File: config.mk
export PLATFORM = sky130hd
export DESIGN_NAME = div_arbiter
export DESIGN_NICKNAME = d
export VERILOG_FILES = /design/src/rtl/div_pkg.sv /design/src/rtl/div_iter_core.sv /design/src/rtl/div_arbiter.sv
export SDC_FILE = /design/constraint.sdc
export NUM_CORES = 1
export LEC_CHECK = 0
export ABC_AREA = 1
export ABC_CLOCK_PERIOD_IN_PS = 4800
export CAP_MARGIN = 30
export CORE_UTILIZATION = 30
export CTS_BUF_LIST = sky130_fd_sc_hd__clkbuf_8 sky130_fd_sc_hd__clkbuf_16
export DETAILED_ROUTE_END_ITERATION = 16
export SYNTH_ARGS = -nofsm -noshare
export SYNTH_HDL_FRONTEND = slang
export SYNTH_SLANG_ARGS = --single-unit
File: constraint.sdc
create_clock -name clk -period 4.8 [get_ports clk]
set_input_delay 0.48 -clock clk [delete_from_list [all_inputs] [get_ports clk]]
set_output_delay 0.48 -clock clk [all_outputs]
set_load 0.03 [all_outputs]
File: src/rtl/div_pkg.sv
// rtl/div_pkg.sv - shared types and helpers for the shared iterative divider
package div_pkg;

    typedef enum logic [1:0] {IDLE, ITER, FIX} div_state_t;

    localparam int DIV_N_DEFAULT = 32;
    localparam int DIV_MAX_W     = 64;

    function automatic int id_width(input int nreq);
        return (nreq > 1) ? $clog2(nreq) : 1;
    endfunction

    // Negate in one extra bit so the magnitude of the most negative value stays exact.
    function automatic logic [DIV_MAX_W:0] abs_ext(input logic [DIV_MAX_W-1:0] v, input logic neg);
        return neg ? (~{1'b0, v} + (DIV_MAX_W+1)'(1)) : {1'b0, v};
    endfunction

endpackage

File: src/rtl/div_iter_core.sv
// rtl/div_iter_core.sv - unsigned restoring divider, one quotient bit per cycle, MSB first
module div_iter_core #(
    parameter int N = 32
) (
    input  logic         clk,
    input  logic         rst_n,
    input  logic         i_start,
    input  logic [N-1:0] i_a,
    input  logic [N-1:0] i_b,
    output logic [N-1:0] o_q,
`ifdef DIV_ARB_REM_EN
    output logic [N-1:0] o_r,
`endif
    output logic         o_last
);
    localparam int CNT_W = $clog2(N);

    logic [N-1:0]     r_q;
    logic [N-1:0]     r_b;
    logic [N-1:0]     r_rem;
    logic [CNT_W-1:0] r_cnt;
    logic             r_active;

    logic [N:0] w_shift;
    logic [N:0] w_diff;
    logic       w_ge;

    // The remainder stays below |b| <= 2^(N-1), so N bits hold it and N+1 hold the shift.
    assign w_shift = {r_rem, r_q[N-1]};
    assign w_diff  = w_shift - {1'b0, r_b};
    assign w_ge    = ~w_diff[N];

    always_ff @(posedge clk or negedge rst_n) begin
        if (!rst_n) begin
            r_q      <= '0;
            r_b      <= '0;
            r_rem    <= '0;
            r_cnt    <= '0;
            r_active <= 1'b0;
        end else if (i_start) begin
            r_q      <= i_a;
            r_b      <= i_b;
            r_rem    <= '0;
            r_cnt    <= CNT_W'(N-1);
            r_active <= 1'b1;
        end else if (r_active) begin
            r_rem <= w_ge ? w_diff[N-1:0] : w_shift[N-1:0];
            r_q   <= {r_q[N-2:0], w_ge};
            if (r_cnt == '0) r_active <= 1'b0;
            else             r_cnt    <= r_cnt - CNT_W'(1);
        end
    end

    assign o_q    = r_q;
    assign o_last = r_active && (r_cnt == '0);
`ifdef DIV_ARB_REM_EN
    assign o_r    = r_rem;
`endif

endmodule

File: src/rtl/div_arbiter.sv
// rtl/div_arbiter.sv - round-robin arbiter sharing one signed iterative divider
// Optional remainder output enabled by DIV_ARB_REM_EN.
module div_arbiter
    import div_pkg::*;
#(
    parameter int  N    = DIV_N_DEFAULT,
    parameter int  NREQ = 4,
    localparam int ID_W = id_width(NREQ)
) (
    input  logic              clk,
    input  logic              rst_n,
    input  logic [NREQ-1:0]   req,
    input  logic [NREQ*N-1:0] a_flat,
    input  logic [NREQ*N-1:0] b_flat,
    output logic [NREQ-1:0]   gnt,
    output logic              busy,
    output logic [N-1:0]      res,
    output logic [ID_W-1:0]   res_id,
    output logic              res_valid,
    output logic              dbz,
`ifdef DIV_ARB_REM_EN
    output logic [N-1:0]      rem,
`endif
    output logic              ovf
);
    localparam logic [N-1:0] MIN_V = {1'b1, {(N-1){1'b0}}};

    div_state_t      r_state;
    logic [ID_W-1:0] r_rr, r_id, r_res_id;
    logic [NREQ-1:0] r_gnt;
    logic [N-1:0]    r_res;
    logic            r_busy, r_res_valid, r_dbz, r_ovf, r_sign, r_dbz_p, r_ovf_p;
`ifdef DIV_ARB_REM_EN
    logic [N-1:0]    r_rem;
    logic            r_sign_a;
    logic [N-1:0]    w_r;
`endif

    logic            w_found, w_special, w_start, w_last;
    logic [ID_W-1:0] w_gid, w_rr_next;
    logic [N-1:0]    w_a, w_b, w_abs_a, w_abs_b, w_q;

    // Scan from the highest offset down so the lowest offset from the pointer wins.
    always_comb begin
        int idx;
        w_found = 1'b0;
        w_gid   = '0;
        for (int k = NREQ-1; k >= 0; k--) begin
            idx = int'(r_rr) + k;
            if (idx >= NREQ) idx = idx - NREQ;
            if (req[idx]) begin
                w_found = 1'b1;
                w_gid   = ID_W'(idx);
            end
        end
    end

    assign w_rr_next = (w_gid == ID_W'(NREQ-1)) ? '0 : w_gid + ID_W'(1);
    assign w_a       = a_flat[w_gid*N +: N];
    assign w_b       = b_flat[w_gid*N +: N];
    assign w_abs_a   = N'(abs_ext(DIV_MAX_W'(w_a), w_a[N-1]));
    assign w_abs_b   = N'(abs_ext(DIV_MAX_W'(w_b), w_b[N-1]));
    assign w_special = (w_b == '0) || ((w_a == MIN_V) && (w_b == '1));
    assign w_start   = (r_state == IDLE) && w_found && !w_special;

    div_iter_core #(.N(N)) u_core (
        .clk     (clk),
        .rst_n   (rst_n),
        .i_start (w_start),
        .i_a     (w_abs_a),
        .i_b     (w_abs_b),
        .o_q     (w_q),
`ifdef DIV_ARB_REM_EN
        .o_r     (w_r),
`endif
        .o_last  (w_last)
    );

    always_ff @(posedge clk or negedge rst_n) begin
        if (!rst_n) begin
            r_state     <= IDLE;
            r_rr        <= '0;
            r_id        <= '0;
            r_gnt       <= '0;
            r_busy      <= 1'b0;
            r_res       <= '0;
            r_res_id    <= '0;
            r_res_valid <= 1'b0;
            r_dbz       <= 1'b0;
            r_ovf       <= 1'b0;
            r_sign      <= 1'b0;
            r_dbz_p     <= 1'b0;
            r_ovf_p     <= 1'b0;
`ifdef DIV_ARB_REM_EN
            r_rem       <= '0;
            r_sign_a    <= 1'b0;
`endif
        end else begin
            r_gnt       <= '0;
            r_res_valid <= 1'b0;
            case (r_state)
                IDLE: begin
                    r_busy <= w_found;
                    if (w_found) begin
                        r_gnt   <= NREQ'(1) << w_gid;
                        r_id    <= w_gid;
                        r_rr    <= w_rr_next;
                        r_sign  <= w_a[N-1] ^ w_b[N-1];
                        r_dbz_p <= (w_b == '0);
                        r_ovf_p <= (w_b != '0) && w_special;
`ifdef DIV_ARB_REM_EN
                        r_sign_a <= w_a[N-1];
`endif
                        r_state <= w_special ? FIX : ITER;
                    end
                end
                ITER: begin
                    if (w_last) r_state <= FIX;
                end
                FIX: begin
                    r_res_valid <= 1'b1;
                    r_res_id    <= r_id;
                    r_dbz       <= r_dbz_p;
                    r_ovf       <= r_ovf_p;
                    r_res       <= r_dbz_p ? '0 : (r_ovf_p ? MIN_V : (r_sign ? -w_q : w_q));
`ifdef DIV_ARB_REM_EN
                    r_rem       <= (r_dbz_p || r_ovf_p) ? '0 : (r_sign_a ? -w_r : w_r);
`endif
                    r_state     <= IDLE;
                end
                default: r_state <= IDLE;
            endcase
        end
    end

    assign gnt       = r_gnt;
    assign busy      = r_busy;
    assign res       = r_res;
    assign res_id    = r_res_id;
    assign res_valid = r_res_valid;
    assign dbz       = r_dbz;
    assign ovf       = r_ovf;
`ifdef DIV_ARB_REM_EN
    assign rem       = r_rem;
`endif

endmodule

==> impl_metrics.ini <==
[outcome]
status = finished clean

[synthesis]
synthCells = 2496
synth_common_cells = nand2_1 (888), nand3_1 (424), inv_1 (241)
syn_nets = 2800
synth-edff-count = 0
yosysMostFrequentCell = nand2_1
yosys_warnings = 0
synth-seq-cells = 153
synth_top_cell_by_area = dfrtp_1
ys_seq_area_share_pct = 25.7
yosysUniqueCellTypes = 50
syn_area_um2 = 14900
ys.flop_type = dfrtp_1
avgSynthCellArea_um2 = 5.96
synth_top_cell_area_share_pct = 25.7
post_synth_main_area_contributors = dfrtp_1 (26%), nand2_1 (22%), nand3_1 (14%)
async_reset_ff_share_pct = 100

[run]
max_cap_violations = 0

[clock_network]
cts_tree = done
cts_max_level = 4
cts.sinks = 153
cts-root-buf = clkbuf_16
path_clk_slew_ns = 0.07
cts_max_path_buffers = 2
clk-insertion-delay-late_ns = 0.44
post_cts_buffers = 0
cts_buffers = 17

[global_routing]
antenna_found_initial = 0
grt-ovfl-total = 0
grt_max_degree = 140
grt_pass1_vias = 15800
grt_pass1_wl_um = 85400
track_usage_pct = 21.3

[die]
coreArea_um2 = 49000
die_area_um2 = 50500
start_util_pct = 30.4
die_h_um = 225
die_x_um = 225
io_pins = 304
fp-row-count = 81

[setup_path]
rr_worst_depth = 25
cpMaxStageDelayCell = dfrtp_1
r2r_slack_ns = 0.64
cp_common_cell = nand2_1
cp-end-kind = flip-flop
crit_fanout = 118
startpoint_type = flip-flop
required_ns = 5.16
crit_type = flip-flop to flip-flop
cp.arrival_ns = 4.53
cpPeakStageDelay_ns = 0.47

[place]
gp_congestion = 0.924
dp_hpwl_um = 42800
io_buffers = 303
post-place-ws_ns = 0.322

[detailed_routing]
route.detailed.wl_per_inst_um = 15.7
drtIter0Drc = 1149
drcViolationCount = 0
drt.antenna.violating_nets = 0
drt_first_pass_iters = 7
vias = 16700
via_per_inst = 4.91
routed_wirelength_um = 53500

[sta]
tightest_slew_ns = 0.758
rsz0062_at_grt = no
fin_crit_ns = 4.16
finalHoldViolCount = 0
setup_viol = 0
clock_skew_ns = 0.00911
setup_slack_ns = 0.637
timing.fmax_ghz = 0.240
setup_tns_ns = 0
slew_headroom_pct = 49.3
drv_slew = 0
finalCritPeriodShare_pct = 86.7

[final_layout]
antenna_cells = 0
drive_above_1_share_pct = 3.72
synthToLayoutAreaGrowth_pct = 27.6
num-nets-final = 3036

[min_path]
min_path_type = flip-flop to flip-flop
min_path_cells = 2
==> cells by family (layout without fill, tap and decap cells) <==
family / after synthesis / count (layout) / synth area share (%)
and+or+nand+nor: 1593 / 1593 / 45.9
buffers and inverters: 372 / 621 / 11.3
xor gates and xnor gates: 64 / 64 / 3.77
DFF: 153 / 153 / 25.7
AOI/OAI and AO/OA: 272 / 272 / 9.73
adders and majority gates: 42 / 42 / 3.58
==> critical path, delay by kind of cell, from the launching register on <==
| family | cells | cell delay (ns) |
|---|---|---|
| AOI/OAI and AO/OA | 1 | 0.16 |
| adders and majority gates | 1 | 0.22 |
| buffers and inverters | 7 | 1.51 |
| DFF | 1 | 0.47 |
| and+or+nand+nor | 16 | 1.68 |
==> flip-flops by register name (all words and copies together) (netlist names) <==
signal / flops
res_valid: 1
r_sign: 1
r_rr: 2
res: 32
gnt: 4
u_core.o_q: 32
res_id: 2
u_core.r_rem: 32
r_state: 2
u_core.r_active: 1
r_ovf_p: 1
u_core.r_cnt: 5
r_dbz_p: 1
busy: 1
dbz: 1
u_core.r_b: 32
r_id: 2
ovf: 1
==> worst paths after layout <==
| check | start | to |
|---|---|---|
| max | r_rr[0] | u_core.r_rem[0] |
| min | res_id[1] | res_id[1] |
| max reg2reg | r_rr[0] | u_core.r_rem[0] |
| min reg2reg | res_id[1] | res_id[1] |
| max in group asynchronous | rst_n | u_core.r_cnt[3] |
| min in group asynchronous | rst_n | res[18] |
==> layer usage <==
| metal | routed length, um | global-route usage, % | share of wire [%] |
|---|---|---|---|
| met5 | 0 | 0 | 0 |
| met4 | 1050 | 5.22 | 2.0 |
| met3 | 2960 | 3.03 | 5.5 |
| met2 | 24800 | 35.4 | 46 |
| met1 | 24700 | 28.8 | 46 |
==> cells in the final DEF (no fill, tap or decap), drive strengths merged, types with 4 or more instances in the layout <==
cell type,instances
o211ai,5
clkdlybuf4s50,302
clkbuf,18
nand3,428
ha,41
nor2,181
buf,39
a21oi,58
nor3,31
nand4,6
xnor2,20
nand2,902
o21ai,188
dfrtp,153
clkinv,4
nand3b,38
xor2,44
inv,252
==> timing repair <==
item                      CTS  global route
gates resized for setup     0             0
hold buffers                1             0
hold endpoints to repair   41             0
==> layout make-up <==
type	instances	area, um2
Inverter	247	927
Timing Repair Buffer	342	3420
Sequential cell	153	3830
Clock buffer	18	439
Clock inverter	14	168
Fill cell	5288	30000
Tap cell	664	831
Multi-Input combinational cell	1971	9380
==> per-stage QoR <==
step,cell area [um2],instances,hold WS [ns],utilization [%]
5_1_grt,19000,3409,0.497,38.8
4_1_cts,19000,3409,0.484,38.8
6_report,19000,3409,0.479,38.8
2_1_floorplan,14900,2496,0.184,-
3_5_place_dp,18400,3376,0.428,37.5
3_3_place_gp,18300,3374,0.459,37.4
Power is left out: the tool's default activity adds up to more than one toggle a clock period on the data nets, which glitch-free logic cannot reach.
